[config.mk]
export PLATFORM = sky130hd
export DESIGN_NAME = lvds_rx_7bit_aligner_flat
export DESIGN_NICKNAME = d
export VERILOG_FILES = /design/src/rtl/lvds_rx_7bit_aligner_if.sv /design/src/rtl/lvds_rx_7bit_aligner.sv /design/src/flat_wrapper.sv
export SDC_FILE = /design/constraint.sdc
export NUM_CORES = 1
export LEC_CHECK = 0
export BUFFER_PORTS_ARGS = -buffer_cell sky130_fd_sc_hd__buf_2
export CAP_MARGIN = 10
export CELL_PAD_IN_SITES_DETAIL_PLACEMENT = 1
export CELL_PAD_IN_SITES_GLOBAL_PLACEMENT = 2
export CORE_AREA = 2 2 123 125
export CTS_CLUSTER_SIZE = 40
export DETAILED_ROUTE_END_ITERATION = 8
export DIE_AREA = 0 0 125 127
export PLACE_DENSITY = 0.86
export SLEW_MARGIN = 20
export SYNTH_ARGS = -nofsm -noshare
export SYNTH_HDL_FRONTEND = slang
export SYNTH_SLANG_ARGS = --single-unit
[constraint.sdc]
create_clock -name CLK -period 1.8 [get_ports CLK]
set_clock_uncertainty 0.05 [all_clocks]
set_input_delay 0.54 -clock CLK [delete_from_list [all_inputs] [get_ports CLK]]
set_output_delay 0.54 -clock CLK [all_outputs]
set_load 0.02 [all_outputs]
[src/rtl/lvds_rx_7bit_aligner_if.sv]
// Word-level bus between the LVDS receive deserializers, the 7-bit aligner
// and its downstream consumer.
interface lvds_rx_7bit_aligner_if #(
  parameter int unsigned LANES = 4
);
  logic [6:0]         CLK_WORD;
  logic [7*LANES-1:0] DATA_IN;
  logic [7*LANES-1:0] DATA_OUT;
  logic               DATA_VALID;
  logic               LOCK;
  logic [2:0]         OFFSET;
  logic               ALIGN_ERR;

  modport master (
    output CLK_WORD, DATA_IN,
    input  DATA_OUT, DATA_VALID, LOCK, OFFSET, ALIGN_ERR
  );

  modport slave (
    input  CLK_WORD, DATA_IN,
    output DATA_OUT, DATA_VALID, LOCK, OFFSET, ALIGN_ERR
  );
endinterface

[src/rtl/lvds_rx_7bit_aligner.sv]
// 7:1 LVDS receive word aligner: searches the clock lane for CLK_PATTERN
// across the 7 bit offsets and applies the found offset to every data lane.
module lvds_rx_7bit_aligner #(
  parameter int unsigned LANES       = 4,
  parameter bit          INV_BITS    = 1'b0,
  parameter logic [6:0]  CLK_PATTERN = 7'b1100011,
  parameter int unsigned MATCH_CNT   = 16,
  parameter int unsigned ERR_LIMIT   = 4
) (
  input logic                   CLK,
  input logic                   RST_N,
  lvds_rx_7bit_aligner_if.slave bus
);

  localparam logic [1:0] ST_HUNT   = 2'd0;
  localparam logic [1:0] ST_VERIFY = 2'd1;
  localparam logic [1:0] ST_LOCKED = 2'd2;

  localparam logic [7:0] LP_MATCH_LAST = 8'(MATCH_CNT - 1);
  localparam logic [3:0] LP_ERR_LAST   = 4'(ERR_LIMIT - 1);

  function automatic logic [6:0] f_rev(input logic [6:0] w);
    f_rev = {<<{w}};
  endfunction

  // cat[0] is the oldest received bit; offset s selects cat[s+6:s]
  function automatic logic [6:0] f_window(input logic [13:0] cat, input logic [2:0] s);
    f_window = 7'(cat >> s);
  endfunction

  logic [6:0]         w_clk_in;
  logic [7*LANES-1:0] w_data_in;
  logic [6:0]         w_clk_win;
  logic [7*LANES-1:0] w_data_win;
  logic               w_match;
  logic [2:0]         w_offset_inc;

  logic [6:0]         r_cur_clk;
  logic [6:0]         r_prev_clk;
  logic [7*LANES-1:0] r_cur_data;
  logic [7*LANES-1:0] r_prev_data;
  logic [6:0]         r_clk_al;
  logic [7*LANES-1:0] r_data_out;

  logic [1:0]         r_state;
  logic [1:0]         r_settle;
  logic [2:0]         r_offset;
  logic [7:0]         r_vcnt;
  logic [3:0]         r_ecnt;
  logic               r_lock;
  logic               r_align_err;

  assign w_clk_in  = INV_BITS ? f_rev(bus.CLK_WORD) : bus.CLK_WORD;
  assign w_clk_win = f_window({r_cur_clk, r_prev_clk}, r_offset);

  for (genvar l = 0; l < LANES; l++) begin : g_lane
    assign w_data_in[7*l +: 7]  = INV_BITS ? f_rev(bus.DATA_IN[7*l +: 7]) : bus.DATA_IN[7*l +: 7];
    assign w_data_win[7*l +: 7] = f_window({r_cur_data[7*l +: 7], r_prev_data[7*l +: 7]}, r_offset);
  end

  assign w_match      = (r_clk_al == CLK_PATTERN);
  assign w_offset_inc = (r_offset == 3'd6) ? 3'd0 : r_offset + 3'd1;

  always_ff @(posedge CLK) begin
    if (!RST_N) begin
      r_cur_clk   <= '0;
      r_prev_clk  <= '0;
      r_cur_data  <= '0;
      r_prev_data <= '0;
      r_clk_al    <= '0;
      r_data_out  <= '0;
    end else begin
      r_cur_clk   <= w_clk_in;
      r_prev_clk  <= r_cur_clk;
      r_cur_data  <= w_data_in;
      r_prev_data <= r_cur_data;
      r_clk_al    <= w_clk_win;
      r_data_out  <= w_data_win;
    end
  end

  always_ff @(posedge CLK) begin
    if (!RST_N) begin
      r_state     <= ST_HUNT;
      r_settle    <= '0;
      r_offset    <= '0;
      r_vcnt      <= '0;
      r_ecnt      <= '0;
      r_lock      <= 1'b0;
      r_align_err <= 1'b0;
    end else begin
      r_align_err <= 1'b0;
      case (r_state)
        ST_HUNT: begin
          // clk_al only reflects a new offset one edge after it changes
          if (r_settle != 2'd2) begin
            r_settle <= r_settle + 2'd1;
          end else if (w_match) begin
            r_state  <= ST_VERIFY;
            r_vcnt   <= 8'd1;
            r_settle <= '0;
          end else begin
            r_offset <= w_offset_inc;
            r_settle <= '0;
          end
        end
        ST_VERIFY: begin
          if (w_match) begin
            if (r_vcnt == LP_MATCH_LAST) begin
              r_state <= ST_LOCKED;
              r_lock  <= 1'b1;
              r_vcnt  <= '0;
              r_ecnt  <= '0;
            end else begin
              r_vcnt <= r_vcnt + 8'd1;
            end
          end else begin
            r_state  <= ST_HUNT;
            r_offset <= w_offset_inc;
            r_vcnt   <= '0;
            r_settle <= '0;
          end
        end
        ST_LOCKED: begin
          if (w_match) begin
            r_ecnt <= '0;
          end else if (r_ecnt == LP_ERR_LAST) begin
            r_state     <= ST_HUNT;
            r_lock      <= 1'b0;
            r_align_err <= 1'b1;
            r_offset    <= w_offset_inc;
            r_ecnt      <= '0;
            r_settle    <= '0;
          end else begin
            r_ecnt <= r_ecnt + 4'd1;
          end
        end
        default: begin
          r_state  <= ST_HUNT;
          r_lock   <= 1'b0;
          r_settle <= '0;
          r_vcnt   <= '0;
          r_ecnt   <= '0;
        end
      endcase
    end
  end

  assign bus.DATA_OUT   = r_data_out;
  assign bus.DATA_VALID = r_lock;
  assign bus.LOCK       = r_lock;
  assign bus.OFFSET     = r_offset;
  assign bus.ALIGN_ERR  = r_align_err;

endmodule

[src/flat_wrapper.sv]
// flat-port wrapper written by rule: the top's interface ports become plain ports
module lvds_rx_7bit_aligner_flat 
#(
  parameter int unsigned LANES       = 4,
  parameter bit          INV_BITS    = 1'b0,
  parameter logic [6:0]  CLK_PATTERN = 7'b1100011,
  parameter int unsigned MATCH_CNT   = 16,
  parameter int unsigned ERR_LIMIT   = 4
)
  (CLK, RST_N, bus_CLK_WORD, bus_DATA_IN, bus_DATA_OUT, bus_DATA_VALID, bus_LOCK, bus_OFFSET, bus_ALIGN_ERR);
  lvds_rx_7bit_aligner_if #(.LANES(LANES)) bus_i ();
  input logic CLK;
  input logic RST_N;
  input wire logic [$bits(bus_i.CLK_WORD)-1:0] bus_CLK_WORD;
  input wire logic [$bits(bus_i.DATA_IN)-1:0] bus_DATA_IN;
  output wire logic [$bits(bus_i.DATA_OUT)-1:0] bus_DATA_OUT;
  output wire logic [$bits(bus_i.DATA_VALID)-1:0] bus_DATA_VALID;
  output wire logic [$bits(bus_i.LOCK)-1:0] bus_LOCK;
  output wire logic [$bits(bus_i.OFFSET)-1:0] bus_OFFSET;
  output wire logic [$bits(bus_i.ALIGN_ERR)-1:0] bus_ALIGN_ERR;
  assign bus_i.CLK_WORD = bus_CLK_WORD;
  assign bus_i.DATA_IN = bus_DATA_IN;
  assign bus_DATA_OUT = bus_i.DATA_OUT;
  assign bus_DATA_VALID = bus_i.DATA_VALID;
  assign bus_LOCK = bus_i.LOCK;
  assign bus_OFFSET = bus_i.OFFSET;
  assign bus_ALIGN_ERR = bus_i.ALIGN_ERR;
  lvds_rx_7bit_aligner #(.LANES(LANES), .INV_BITS(INV_BITS), .CLK_PATTERN(CLK_PATTERN), .MATCH_CNT(MATCH_CNT), .ERR_LIMIT(ERR_LIMIT)) u_core (.CLK(CLK), .RST_N(RST_N), .bus(bus_i));
endmodule
Word level (Yosys, flattened, before mapping)
Index checks and enable logic that the tools add are counted.
Word-level totals
  register bits after elaboration: 126
  latch bits: 0
  RAM bits: 0
  bits in read-only memories: 0
  bits of input ports: 37
  output and inout port bits: 34
  logic and storage cells: 81
  memories: 0
Operators by class
  add/subtract/negate cells: 4
  multipliers: 0
  div/mod/pow operators: 0
  order comparisons: 0
  equal/unequal tests: 15
  shift operators: 5
  muxes and demuxes: 32
  bitwise logic cells: 3
  reductions and logical operators: 9
Operators by type and width (number)
  right shift 14 x 3 -> 7 bit: 5
  2-to-1 mux 8 bit: 4
  case mux 8 bit (3 select lines): 1
  2-to-1 mux 2 bit: 8
  2-to-1 mux 4 bit: 4
  2-to-1 mux 3 bit: 5
  case mux 2 bit (3 select lines): 2
  case mux 4 bit (3 select lines): 1
  AND reduction 5 bit: 2
  case mux 3 bit (3 select lines): 1
  AND reduction 3 bit: 3
  adder 8 x 1 -> 8 bit (second input constant): 1
  == test 8 x 4 -> 1 bit (second input constant): 1
  inequality test 2 x 1 -> 1 bit (second input constant): 4
  inequality test 2 bit (second input constant): 4
  == test 7 bit (second input constant): 1
  2-to-1 mux 1 bit: 5
  adder 4 x 1 -> 4 bit (second input constant): 1
  == test 4 x 2 -> 1 bit (second input constant): 1
  AND reduction 4 bit: 1
  adder 3 x 1 -> 3 bit (second input constant): 1
  == test 3 bit (second input constant): 1
  inequality test 3 bit (second input constant): 1
  NOT 1 bit: 3
  7 further kinds: 7

Depth between registers and ports, before layout
  depth in word-level cells: 5
  depth in mapped cells: 6

Least setup slack after synthesis
OpenSTA, ideal clock, no wires.
  kind: register -> register
  start point: register u_core.r_offset[0] (netlist: u_core.bus.OFFSET[0])
  end point: register u_core.r_data_out[3] (netlist: u_core.bus.DATA_OUT[3])
  arrival: 1.657 ns
  data required time: 1.685 ns
  setup slack: 0.028 ns
  cell stages (with the launch flop): 5
  buffers on the path: 2
  cell sequence: dfxtp_1 buf_2 buf_2 mux4_2 nor2_1
Between the ends
  word-level cells in the longest chain between the ends: 1
Ends and longest elaborated chain
  start: declaration: line lvds_rx_7bit_aligner.sv:47  | logic [2:0] r_offset;
  start signal: assignment: line lvds_rx_7bit_aligner.sv:103  | r_offset <= w_offset_inc;
  start signal: assignment: line lvds_rx_7bit_aligner.sv:119  | r_offset <= w_offset_inc;
  start signal: assignment: line lvds_rx_7bit_aligner.sv:131  | r_offset <= w_offset_inc;
  right shift 14 x 3 -> 7 bit: line lvds_rx_7bit_aligner.sv:28  | f_window = 7'(cat >> s);
  end signal: assignment: line lvds_rx_7bit_aligner.sv:78  | r_data_out <= w_data_win;
  end: declaration: line lvds_rx_7bit_aligner.sv:43  | logic [7*LANES-1:0] r_data_out;
No other way between the ends.
A chain may end at the register's enable or synchronous reset.

Worst setup path after layout
  start point: register u_core.r_offset[2] (netlist: u_core.bus.OFFSET[2])
  end point: output bus_OFFSET[2]
RTL lines
  end: declaration: line flat_wrapper.sv:19  | output wire logic [$bits(bus_i.OFFSET)-1:0] bus_OFFSET;
No word-level cell between the ends.

==> run metrics <==
status=finished, final reports clean; post-route ant nets=0; slowest stage cell, crit path=dfxtp_2; die area=15,880 um^2; finished layout cell area=roughly 6600 um^2; Setup crit end kind=output port; Routability Congestion=0.7942; NumNets Final=between 500 and 600; Post-DP Area=6020 um^2; core area=around 14,000 um^2; leak pwr=~2.4 nW; Detail Placement HPWL=around 8600 um; Async SR Flop Fraction=0%; sequential share of the synthesized area=a little under half; DRC violation count after routing=0; kind of critical path=register to output port; Mapped Nets=between 500 and 600; Peak VDD IR=around 610 uV; Via density=a little over 5; crit share post-route=96.06%; Peak Freq=between 0.5 and 0.6 GHz; Max Cap Viol=0; Final min period=1.729 ns; setup violators final=0; vias=3,881; TritonCTS clock tree=yes; CP startpoint kind=register; synthesis warning total=0; Top FF cell, synth=dfxtp_1; crit-path cells=buf_4, buf_2; 1st-pass router iterations=4; Worst Tran Pin Value=0.5335 ns; synthesized area per cell=11.16 um^2; H-tree depth=4; Die W=125 um; clock tree buffer depth=2; P&R area growth vs syn=21.67%; Power per Cell Area=about 1000 nW/um^2; post-synthesis cell count=486; Total Wirelength=around 12,000 um; Fin Hold WS=0.2752 ns; FF-to-FF setup slack=approximately 0.080 ns; worst skew pair latency=0.42 ns; placed cell count=~720; hold crit path type=primary input to register; I/O pins=71; number of I/O port buffers=70; Diodes inserted=0; number of synthesized flops with an enable pin=0; Routed WL per cell=~16 um; Synth cell types=48; die height=127 um; final hold vios=0; pin count of the biggest net entering global routing=57; setup tns final=0 ns; Worst path max stage delay=between 0.3 and 0.4 ns; first-pass GRT wire length=roughly 21,000 um; post-synthesis instance area=5421 um^2; number of CTS-inserted buffers=17; crit path DAT=about 1.1 ns; worst-path maximum fanout=9; Non-Filler Instances=around 760; Initial Utilization=37.59%; Bufs and invs on worst path=2; Rows=44; DP Worst Slack=0.05819 ns; grt ovf=0; RR Endpoint=u_core.bus.OFFSET[2]; critical path data required time=around 1.2 ns; Clock transition at path regs=0.06 ns; DRT iter0 DRCs=about 160; global-route usage over all layers=16.21%; vias in the first global route=4,127; FF+latch count, synth=126; Slew Viols, Final=0; share of cells above drive strength 1=28.15%; Slew Limit Headroom=between 60% and 70%; final setup margin=0.07088 ns; unrepaired setup endpoints after global routing=no; initial antenna violation count=0; CP delay by family, top=buffers and inverters; Root Buffer=clkbuf_16; worst hold stages=2; r2r worst-path depth=5; hold_sp=bus_DATA_IN[5]; Hold Crit Endpoint=u_core.r_cur_data[5]; R2R Path Start=u_core.r_ecnt[0]; clock sink count=126
## routing by layer
layer / GRT usage, % / wire length (um) / vias to the layer above
met5: 0 / 0 / -
met2: 28.26 / 6245 / 54
met3: 3.894 / 374 / 16
li1: - / - / 1881
met4: 6.209 / 183 / 0
met1: 19.48 / 5337 / 1930
## cell usage after synthesis (all sizes together) (2+ instances only)
cell type	n	area, um^2
mux4	32	720.7
nor3b	2	15.01
buf	18	143.9
a31oi	7	43.79
nand2	23	86.33
nor4	4	40.04
o21ai	5	25.02
inv	4	15.01
and2	71	444.2
ha	2	25.02
o21a	4	30.03
nand3b	5	37.54
a21oi	17	85.08
nand2b	4	25.02
nand3	6	30.03
a211oi	2	15.01
nor2	38	142.6
nand4	2	12.51
o22ai	5	31.28
mux2i	63	630.6
o211ai	3	22.52
nor2b	3	18.77
clkbuf	17	67.57
nor3	7	35.03
dfxtp	126	2522
## through the flow
step	power (W)	util, %
detailed placement	0.003487	41.73
global placement	0.003466	41.73
floorplan	0.003327	-
finish	0.006629	45.73
CTS	0.006717	45.66
global route	0.006904	45.73
## repair_timing
action	4_1_cts	5_1_grt
setup endpoints to repair	1	3
hold buffers	0	0
setup buffers	1	0
gates resized for setup	0	3
## cell type report
type | instances | area, um^2
fill | 1599 | 7828
multi-input combinational | 321 | 2683
sequential | 126 | 2529
timing repair buffer | 89 | 580.6
clock buffer | 20 | 446.7
tap | 184 | 230.2
clock inverter | 12 | 112.6
inverter | 4 | 15.01
## worst max path at each step
| stage | start | endpoint | depth (start not counted) |
|---|---|---|---|
| after floorplan | u_core.bus.OFFSET[0] | u_core.bus.DATA_OUT[3] | 4 |
| after global placement | u_core.r_ecnt[0] | u_core.bus.OFFSET[2] | 5 |
| after detailed placement | u_core.r_ecnt[0] | u_core.bus.OFFSET[2] | 5 |
| after CTS | u_core.bus.OFFSET[2] | bus_OFFSET[2] | 2 |
| after global routing | u_core.bus.OFFSET[2] | bus_OFFSET[2] | 2 |
| final | u_core.bus.OFFSET[2] | bus_OFFSET[2] | 2 |
## registers in the layout, indices dropped and copies added (netlist names)
signal	cells
u_core.bus.ALIGN_ERR	1
u_core.r_prev_clk	7
u_core.r_cur_clk	7
u_core.r_state	2
u_core.bus.DATA_OUT	28
u_core.bus.OFFSET	3
u_core.bus.DATA_VALID	1
u_core.r_prev_data	28
u_core.r_clk_al	7
u_core.r_vcnt	8
u_core.r_settle	2
u_core.r_ecnt	4
u_core.r_cur_data	28
## cell usage in the layout, fill, tap and decap left out, types with 3 or more instances in the layout
| master | n |
|---|---|
| inv_1 | 4 |
| o21ai_1 | 3 |
| nor2_1 | 38 |
| mux2i_1 | 63 |
| nor3_1 | 7 |
| buf_4 | 12 |
| dfxtp_1 | 123 |
| clkbuf_16 | 17 |
| nand3b_1 | 5 |
| a31oi_1 | 7 |
| o211ai_1 | 3 |
| nand3_1 | 6 |
| clkinv_2 | 3 |
| o22ai_1 | 5 |
| buf_2 | 70 |
| buf_12 | 7 |
| and2_1 | 71 |
| o21a_1 | 4 |
| nor2b_1 | 3 |
| mux4_2 | 32 |
| nand2_1 | 23 |
| clkinv_4 | 3 |
| nor4_1 | 3 |
| inv_6 | 3 |
| nand2b_1 | 4 |
| a21oi_1 | 17 |
## power breakdown
part | leakage [nW] | internal (W) | total (W) | switching, W
combinational | 1.08 | 0.000231 | 0.000458 | 0.000227
clock | 0.271 | 0.00194 | 0.00320 | 0.00126
sequential | 1.04 | 0.00290 | 0.00297 | 0.0000654
## cell families after synthesis
kind of cell	share of synthesized area, %
AOI/OAI and AO/OA	6.139
adders and majority gates	0.4615
buffers and inverters	4.177
DFF	46.53
muxes	24.92
and+or+nand+nor	17.77
No activity file was read; power rests on OpenSTA's default activity.
